### src/rtl/uart_rx_os16_if.sv
// uart_rx_os16_if
//   Line-side and byte-side signals of the oversampled UART receiver.
//   rx_in      : raw RX pin (async, idle high)
//   data_out   : last correctly framed byte
//   data_valid : one-cycle strobe, data_out just updated
//   frame_err  : one-cycle strobe, stop bit sampled low
//   busy       : receiver is not idle
//   slave modport  -> the receiver; master modport -> line driver / byte consumer.
interface uart_rx_os16_if;
  logic       rx_in;
  logic [7:0] data_out;
  logic       data_valid;
  logic       frame_err;
  logic       busy;

  modport slave  (input  rx_in, output data_out, data_valid, frame_err, busy);
  modport master (output rx_in, input  data_out, data_valid, frame_err, busy);
endinterface

### src/rtl/uart_rx_os16.sv
// uart_rx_os16
//   16x-oversampled 8N1 UART receiver, LSB first. The RX pin is synchronised
//   by two flops, a divider produces one oversample tick every CLK_DIV clocks,
//   and each bit is sampled at its midpoint. False starts (line high again at
//   mid start bit) are dropped silently; a low stop bit raises frame_err and the
//   receiver then waits for the line to go high before re-arming.
//   Ports:
//     clk    : system clock
//     reset  : asynchronous, active-high reset
//     rx_if  : slave modport (rx_in in; data_out, data_valid, frame_err, busy out)
module uart_rx_os16 #(
  parameter int unsigned CLK_DIV = 6   // clk cycles per oversample tick, 2..255
) (
  input  logic           clk,
  input  logic           reset,
  uart_rx_os16_if.slave  rx_if
);

  localparam logic [7:0] DIV_LAST = 8'(CLK_DIV - 1);

  typedef enum logic [2:0] {
    IDLE, START, DATA, STOP, WAIT_HIGH
  } state_e;

  state_e     state_q, state_d;
  logic       rx_m_q, rx_s_q;
  logic [7:0] div_cnt_q, div_cnt_d;
  logic [3:0] sub_cnt_q, sub_cnt_d;
  logic [2:0] bit_idx_q, bit_idx_d;
  logic [7:0] shift_q, shift_d;
  logic [7:0] data_q, data_d;
  logic       dv_q, dv_d;
  logic       fe_q, fe_d;
  logic       tick;

  // Divider is held at 0 while idle, so tick can never fire there.
  assign tick = (div_cnt_q == DIV_LAST);

  always_comb begin
    div_cnt_d = div_cnt_q + 8'd1;
    if (state_q == IDLE || state_q == WAIT_HIGH || tick)
      div_cnt_d = 8'd0;
  end

  always_ff @(posedge clk or posedge reset) begin
    if (reset) begin
      rx_m_q    <= 1'b1;
      rx_s_q    <= 1'b1;
      state_q   <= IDLE;
      div_cnt_q <= 8'd0;
      sub_cnt_q <= 4'd0;
      bit_idx_q <= 3'd0;
      shift_q   <= 8'h00;
      data_q    <= 8'h00;
      dv_q      <= 1'b0;
      fe_q      <= 1'b0;
    end else begin
      rx_m_q    <= rx_if.rx_in;
      rx_s_q    <= rx_m_q;
      state_q   <= state_d;
      div_cnt_q <= div_cnt_d;
      sub_cnt_q <= sub_cnt_d;
      bit_idx_q <= bit_idx_d;
      shift_q   <= shift_d;
      data_q    <= data_d;
      dv_q      <= dv_d;
      fe_q      <= fe_d;
    end
  end

  always_comb begin
    state_d   = state_q;
    sub_cnt_d = sub_cnt_q;
    bit_idx_d = bit_idx_q;
    shift_d   = shift_q;
    data_d    = data_q;
    dv_d      = 1'b0;
    fe_d      = 1'b0;

    unique case (state_q)
      IDLE: begin
        if (!rx_s_q) begin
          state_d   = START;
          sub_cnt_d = 4'd0;
        end
      end

      // Eight ticks in: middle of the start bit.
      START: begin
        if (tick) begin
          sub_cnt_d = sub_cnt_q + 4'd1;
          if (sub_cnt_q == 4'd7) begin
            if (rx_s_q) begin
              state_d = IDLE;
            end else begin
              state_d   = DATA;
              sub_cnt_d = 4'd0;
              bit_idx_d = 3'd0;
            end
          end
        end
      end

      // Sixteen ticks per bit; sub_cnt wraps naturally from 15 to 0.
      DATA: begin
        if (tick) begin
          sub_cnt_d = sub_cnt_q + 4'd1;
          if (sub_cnt_q == 4'd15) begin
            shift_d = {rx_s_q, shift_q[7:1]};
            if (bit_idx_q == 3'd7) state_d = STOP;
            else                   bit_idx_d = bit_idx_q + 3'd1;
          end
        end
      end

      // Leaving at mid stop bit leaves half a bit to catch the next start edge.
      STOP: begin
        if (tick) begin
          sub_cnt_d = sub_cnt_q + 4'd1;
          if (sub_cnt_q == 4'd15) begin
            if (rx_s_q) begin
              data_d  = shift_q;
              dv_d    = 1'b1;
              state_d = IDLE;
            end else begin
              fe_d    = 1'b1;
              state_d = WAIT_HIGH;
            end
          end
        end
      end

      // A held-low line (break) must not look like an endless stream of starts.
      WAIT_HIGH: begin
        if (rx_s_q) state_d = IDLE;
      end

      default: state_d = IDLE;
    endcase
  end

  assign rx_if.data_out   = data_q;
  assign rx_if.data_valid = dv_q;
  assign rx_if.frame_err  = fe_q;
  assign rx_if.busy       = (state_q != IDLE);

endmodule

### src/flat_wrapper.sv
// flat-port wrapper written by rule: the top's interface ports become plain ports
module uart_rx_os16_flat 
#(
  parameter int unsigned CLK_DIV = 6                                            
)
  (clk, reset, rx_if_rx_in, rx_if_data_out, rx_if_data_valid, rx_if_frame_err, rx_if_busy);
  uart_rx_os16_if rx_if_i ();
  input  logic clk;
  input  logic reset;
  input wire logic [$bits(rx_if_i.rx_in)-1:0] rx_if_rx_in;
  output wire logic [$bits(rx_if_i.data_out)-1:0] rx_if_data_out;
  output wire logic [$bits(rx_if_i.data_valid)-1:0] rx_if_data_valid;
  output wire logic [$bits(rx_if_i.frame_err)-1:0] rx_if_frame_err;
  output wire logic [$bits(rx_if_i.busy)-1:0] rx_if_busy;
  assign rx_if_i.rx_in = rx_if_rx_in;
  assign rx_if_data_out = rx_if_i.data_out;
  assign rx_if_data_valid = rx_if_i.data_valid;
  assign rx_if_frame_err = rx_if_i.frame_err;
  assign rx_if_busy = rx_if_i.busy;
  uart_rx_os16 #(.CLK_DIV(CLK_DIV)) u_core (.clk(clk), .reset(reset), .rx_if(rx_if_i));
endmodule
### config.mk
export PLATFORM = sky130hd
export DESIGN_NAME = uart_rx_os16_flat
export DESIGN_NICKNAME = d
export VERILOG_FILES = /design/src/rtl/uart_rx_os16_if.sv /design/src/rtl/uart_rx_os16.sv /design/src/flat_wrapper.sv
export SDC_FILE = /design/constraint.sdc
export NUM_CORES = 1
export LEC_CHECK = 0
export ABC_AREA = 1
export CORE_MARGIN = 4
export CORE_UTILIZATION = 40
export DETAILED_ROUTE_END_ITERATION = 6
export HOLD_SLACK_MARGIN = 0.08
export PLACE_DENSITY_LB_ADDON = 0.25
export SYNTH_ARGS = -nofsm -noshare
export SYNTH_HDL_FRONTEND = slang
export SYNTH_SLANG_ARGS = --single-unit
### constraint.sdc
create_clock -name clk -period 1.8 [get_ports clk]
set_input_delay 0.27 -clock clk [delete_from_list [all_inputs] [get_ports clk]]
set_output_delay 0.27 -clock clk [all_outputs]
set_load 0.1 [all_outputs]
== Word level (Yosys, flattened, before mapping) ==
Cells that the tools add are included.
Storage, ports and cells
  bits in registers: 38
  bits of input ports: 3
  output and inout port bits: 11
  word-level logic and storage cells: 79
Cells by class
  add/subtract/negate cells: 3
  equality and inequality tests: 20
  muxes and demuxes: 34
  reduce and logical (&&, ||, !) cells: 12
Operator list (number)
  two-way mux 3 bit: 16
  two-way mux 4 bit: 5
  != test 2 x 1 -> 1 bit (second input constant): 9
  case mux 3 bit (5 select lines): 1
  case mux 4 bit (3 select lines): 1
  AND reduction 9 bit: 1
  adder 8 x 1 -> 8 bit (second input constant): 1
  == test 8 x 3 -> 1 bit (second input constant): 1
  two-way mux 1 bit: 8
  two-way mux 8 bit: 1
  AND reduction 4 bit: 2
  AND reduction 7 bit: 1
  == test 3 x 2 -> 1 bit (second input constant): 2
  == test 3 bit (second input constant): 2
  != test 2 bit (second input constant): 3
  case mux 3 bit (2 select lines): 1
  nonzero test 3 bit: 2
  adder 4 x 1 -> 4 bit (second input constant): 1
  == test 4 x 3 -> 1 bit (second input constant): 1
  == test 4 bit (second input constant): 1
  adder 3 x 1 -> 3 bit (second input constant): 1
  == test 3 x 1 -> 1 bit (second input constant): 1
  zero test 3 bit: 1
  AND reduction 3 bit: 1
  4 further kinds: 5

== Longest topological paths before layout ==
  depth after elaboration: 5
  gate-level depth with buffers: 9
  mapped depth without buffers: 9

== Least setup slack after synthesis ==
No wires, ideal clock.
  path type: flip-flop to flip-flop
  start: register u_core.state_q[0]
  end: register u_core.sub_cnt_q[2]
  library setup time: 0.065 ns
  arrival time: 1.888 ns
  data required time: 1.735 ns
  slack: -0.152 ns
  stages on the path, launching flop included: 9
  path buffers: 1
  period minus slack after synthesis: 1.952 ns
  cells stage by stage: dfrtp_1 -> buf_2 -> nor2_2 -> nand2_1 -> nor2_2 -> nor2_4 -> nand2_2 -> nand2_1 -> nand2_1
Between the ends
  cells in the longest elaborated chain, start to end: 4
  elaborated cells between the ends (all ways): 11
  those cells by class: 6 x eq/ne; 1 x mux; 4 x reduce/logical
Ends and longest elaborated chain
  from (decl): RTL line uart_rx_os16.sv:25  | state_e state_q, state_d;
  from (signal assigned): RTL line uart_rx_os16.sv:60  | state_q <= state_d;
  == test 3 x 2 -> 1 bit: RTL line uart_rx_os16.sv:80  | unique case (state_q)
  OR reduction 2 bit (no line)
  != test 2 x 1 -> 1 bit (no line) / nonzero test 3 bit (equally long branches)
  AND reduction 4 bit (no line)
  to (signal assigned): RTL line uart_rx_os16.sv:62  | sub_cnt_q <= sub_cnt_d;
  to (decl): RTL line uart_rx_os16.sv:28  | logic [3:0] sub_cnt_q, sub_cnt_d;
Several ways; a longest one is shown, not always the timed one.
A chain may end at the register's enable or synchronous reset.

== Final worst setup path ==
  start: register u_core.state_q[0]
  end: output port rx_if_busy
Between the ends
  cells in the longest elaborated chain, start to end: 1
Ends and longest elaborated chain
  nonzero test 3 bit: RTL line uart_rx_os16.sv:145  | assign rx_if.busy = (state_q != IDLE);
  to (decl): RTL line flat_wrapper.sv:14  | output wire logic [$bits(rx_if_i.busy)-1:0] rx_if_busy;
No other way between the ends.

==> results.toml <==
[global_route]
first_global_vias = 1354
track_usage = 0.134
grt_pass1_wl_um = 6390
gr-total-overflow = 0
antenna_found_initial = 0
grt_max_degree = 39

[sta]
finalCritPeriodShare = 0.907
setup_tns_ns = 0
skew_ns = 0.0107
slew_violations = 0
hold_viol_final = 0
final.min_clock_period_ns = 1.63
max-slew-margin-rel = 0.779
worstMarginPinSlew_ns = 0.331
grt_setup_unrepaired = "false"
fmax_mhz = 613
setup_viol = 0

[placement]
gp_congestion = 0.837
port_buffers = 13
dpl.hpwl_um = 2610
placedInstanceArea_mm2 = 0.00217

[power]
combPwrFrac = 0.070
power_w = 0.00159
seq_power_share = 0.546
vdd_drop_max_uv = 484
power.switching_w = 0.000386
powerDensity_mw_per_mm2 = 702
swShare = 0.243
p_leak_nw = 1.05
intPower_w = 0.00120
power.share.clock = 0.384

[worst_setup_path]
end_kind = "primary output"
crit_path_start_kind = "register"
cp_max_fo = 5
crit_required_ns = 1.53
critPathKind = "register to primary output"
crit_arrival_ns = 1.36

[synthesis]
syn_area_mm2 = 0.00194
ys_seq_area_frac = 0.491
ys_types = 32
avgSynthCellArea_um2 = 8.99
synth-seq-cells = 38
synth_area_leader_cell = "dfrtp_1"
yosysWarnings = 0
synthCells = 216
syn-num-nets = 224
yosysTopAreaCellShare = 0.464
synth_area_leaders = "dfrtp_1 46%, nand2_1 10%, nor2_1 4.1%"

[clocking]
clock_latency_ns = 0.29
cts_hold_buf = 0
h-tree-depth = 2
numCtsBuffers = 5
cts_tree = "done"
clockRootBuffer = "clkbuf_8"
clock_sinks = 38
clk_pin_slew_ns = 0.08
cts_setup_buffers = 0
cts_resized = 0
cts.path.max_buffers = 2

[routing]
wl_per_cell_um = 11.5
drt-initial-drc-count = 91
postRouteWirelength_um = 3510
num_vias = 1449
drc = 0
ant_nets = 0
dr.pass1.iters = 4
vias_per_cell = 4.75

[worst_hold_path]
hp-class = "input pin to asynchronous set/reset pin"

[floorplan]
die_w_um = 77.7
dieArea_mm2 = 0.00603
die_h_um = 77.7
core.rowCount = 25
core_mm2 = 0.00472
start_util = 0.411
ioPinCount = 14

[finish]
final_cell_mix = "51 x nand2_1, 36 x dfrtp_1, 21 x nor2_1"
diodes = 0
drive_gt1_frac = 0.252
final_nets = 245
final_common_cell = "nand2_1"
postLayoutCoreUtil = 0.480
stdcell_area_mm2 = 0.00227
fill_cells = 452
area_growth_pct = 16.7

[outcome]
status = "finished, final reports clean"

[flow_run]
drv_cap = 0
==> power by group through the flow <==
| stage | combinational, W | clock (W) | sequential (W) |
|---|---|---|---|
| 5_1_grt | 0.000125 | 0.000669 | 0.000869 |
| 2_1_floorplan | 0.0000764 | 0 | 0.000883 |
| 3_3_place_gp | 0.000113 | 0 | 0.000885 |
| 6_report | 0.000111 | 0.000610 | 0.000868 |
| 3_5_place_dp | 0.000113 | 0 | 0.000885 |
| 4_1_cts | 0.000113 | 0.000628 | 0.000868 |
==> flip-flops by register name, summed over array words and instances, names as in the netlist <==
register,flops
u_core.rx_s_q,1
u_core.rx_if.data_valid,1
u_core.rx_if.data_out,8
u_core.sub_cnt_q,4
u_core.shift_q,8
u_core.state_q,3
u_core.rx_if.frame_err,1
u_core.div_cnt_q,8
u_core.rx_m_q,1
u_core.bit_idx_q,3
==> worst max-delay path, cell delays in order, from the launching register on <==
cell,delay (ns)
dfrtp_1,0.48
nor2_2,0.25
nand2_2,0.15
buf_12,0.19
==> cells in the mapped netlist (all sizes together) <==
cell / number
a21oi: 7
a31oi: 1
buf: 3
clkinv: 2
dfrtp: 36
dfstp: 2
ha: 5
inv: 21
nand2: 57
nand3: 13
nand3b: 2
nand4: 5
nor2: 29
nor3: 3
nor3b: 2
nor4: 1
o21a: 1
o21ai: 22
o22ai: 1
or2: 1
xnor2: 1
xor2: 1
==> cell type report <==
class                           instances  area, um^2  area share
Timing Repair Buffer                   17         170      0.0751
Tap cell                               67        83.8      0.0370
Sequential cell                        38         953       0.421
Clock inverter                          2        12.5     0.00552
Inverter                               23        86.3      0.0381
Multi-Input combinational cell        152         877       0.387
Clock buffer                            6        82.6      0.0364
==> metal layers <==
metal	routed length, um	up-vias	global-route usage
li1	-	747	-
met1	1760	673	0.185
met2	1570	24	0.202
met3	128	5	0.0313
met4	51	0	0.0534
met5	0	-	0
==> stage by stage <==
stage          hold slack [ns]  instances  setup WS (ns)
2_1_floorplan            0.274        216          0.174
3_3_place_gp             0.347        297          0.253
3_5_place_dp             0.348        297          0.206
4_1_cts                  0.334        305          0.142
5_1_grt                  0.350        305         0.0379
6_report                 0.324        305          0.168
==> kinds of logic after synthesis <==
family / after synthesis / synth area share
AO/OA/AOI/OAI: 32 / 0.102
AND/OR/NAND/NOR: 113 / 0.307
flip-flops: 38 / 0.491
buffers and inverters: 26 / 0.0586
XOR/XNOR: 2 / 0.00902
adder cells (fa/ha/maj): 5 / 0.0322
==> worst paths after layout <==
check	startpoint	to	slack (ns)	depth (start not counted)
min in group clk	u_core.rx_m_q	u_core.rx_s_q	0.37	0
max in group asynchronous	reset	u_core.rx_s_q	1.22	3
worst min-delay path	reset	u_core.shift_q[6]	0.32	3
worst max register to register	u_core.sub_cnt_q[0]	u_core.rx_if.data_out[7]	0.22	6
worst min register to register	u_core.rx_m_q	u_core.rx_s_q	0.37	0
worst max-delay path	u_core.state_q[0]	rx_if_busy	0.17	3
(Power assumes the default switching activity.)
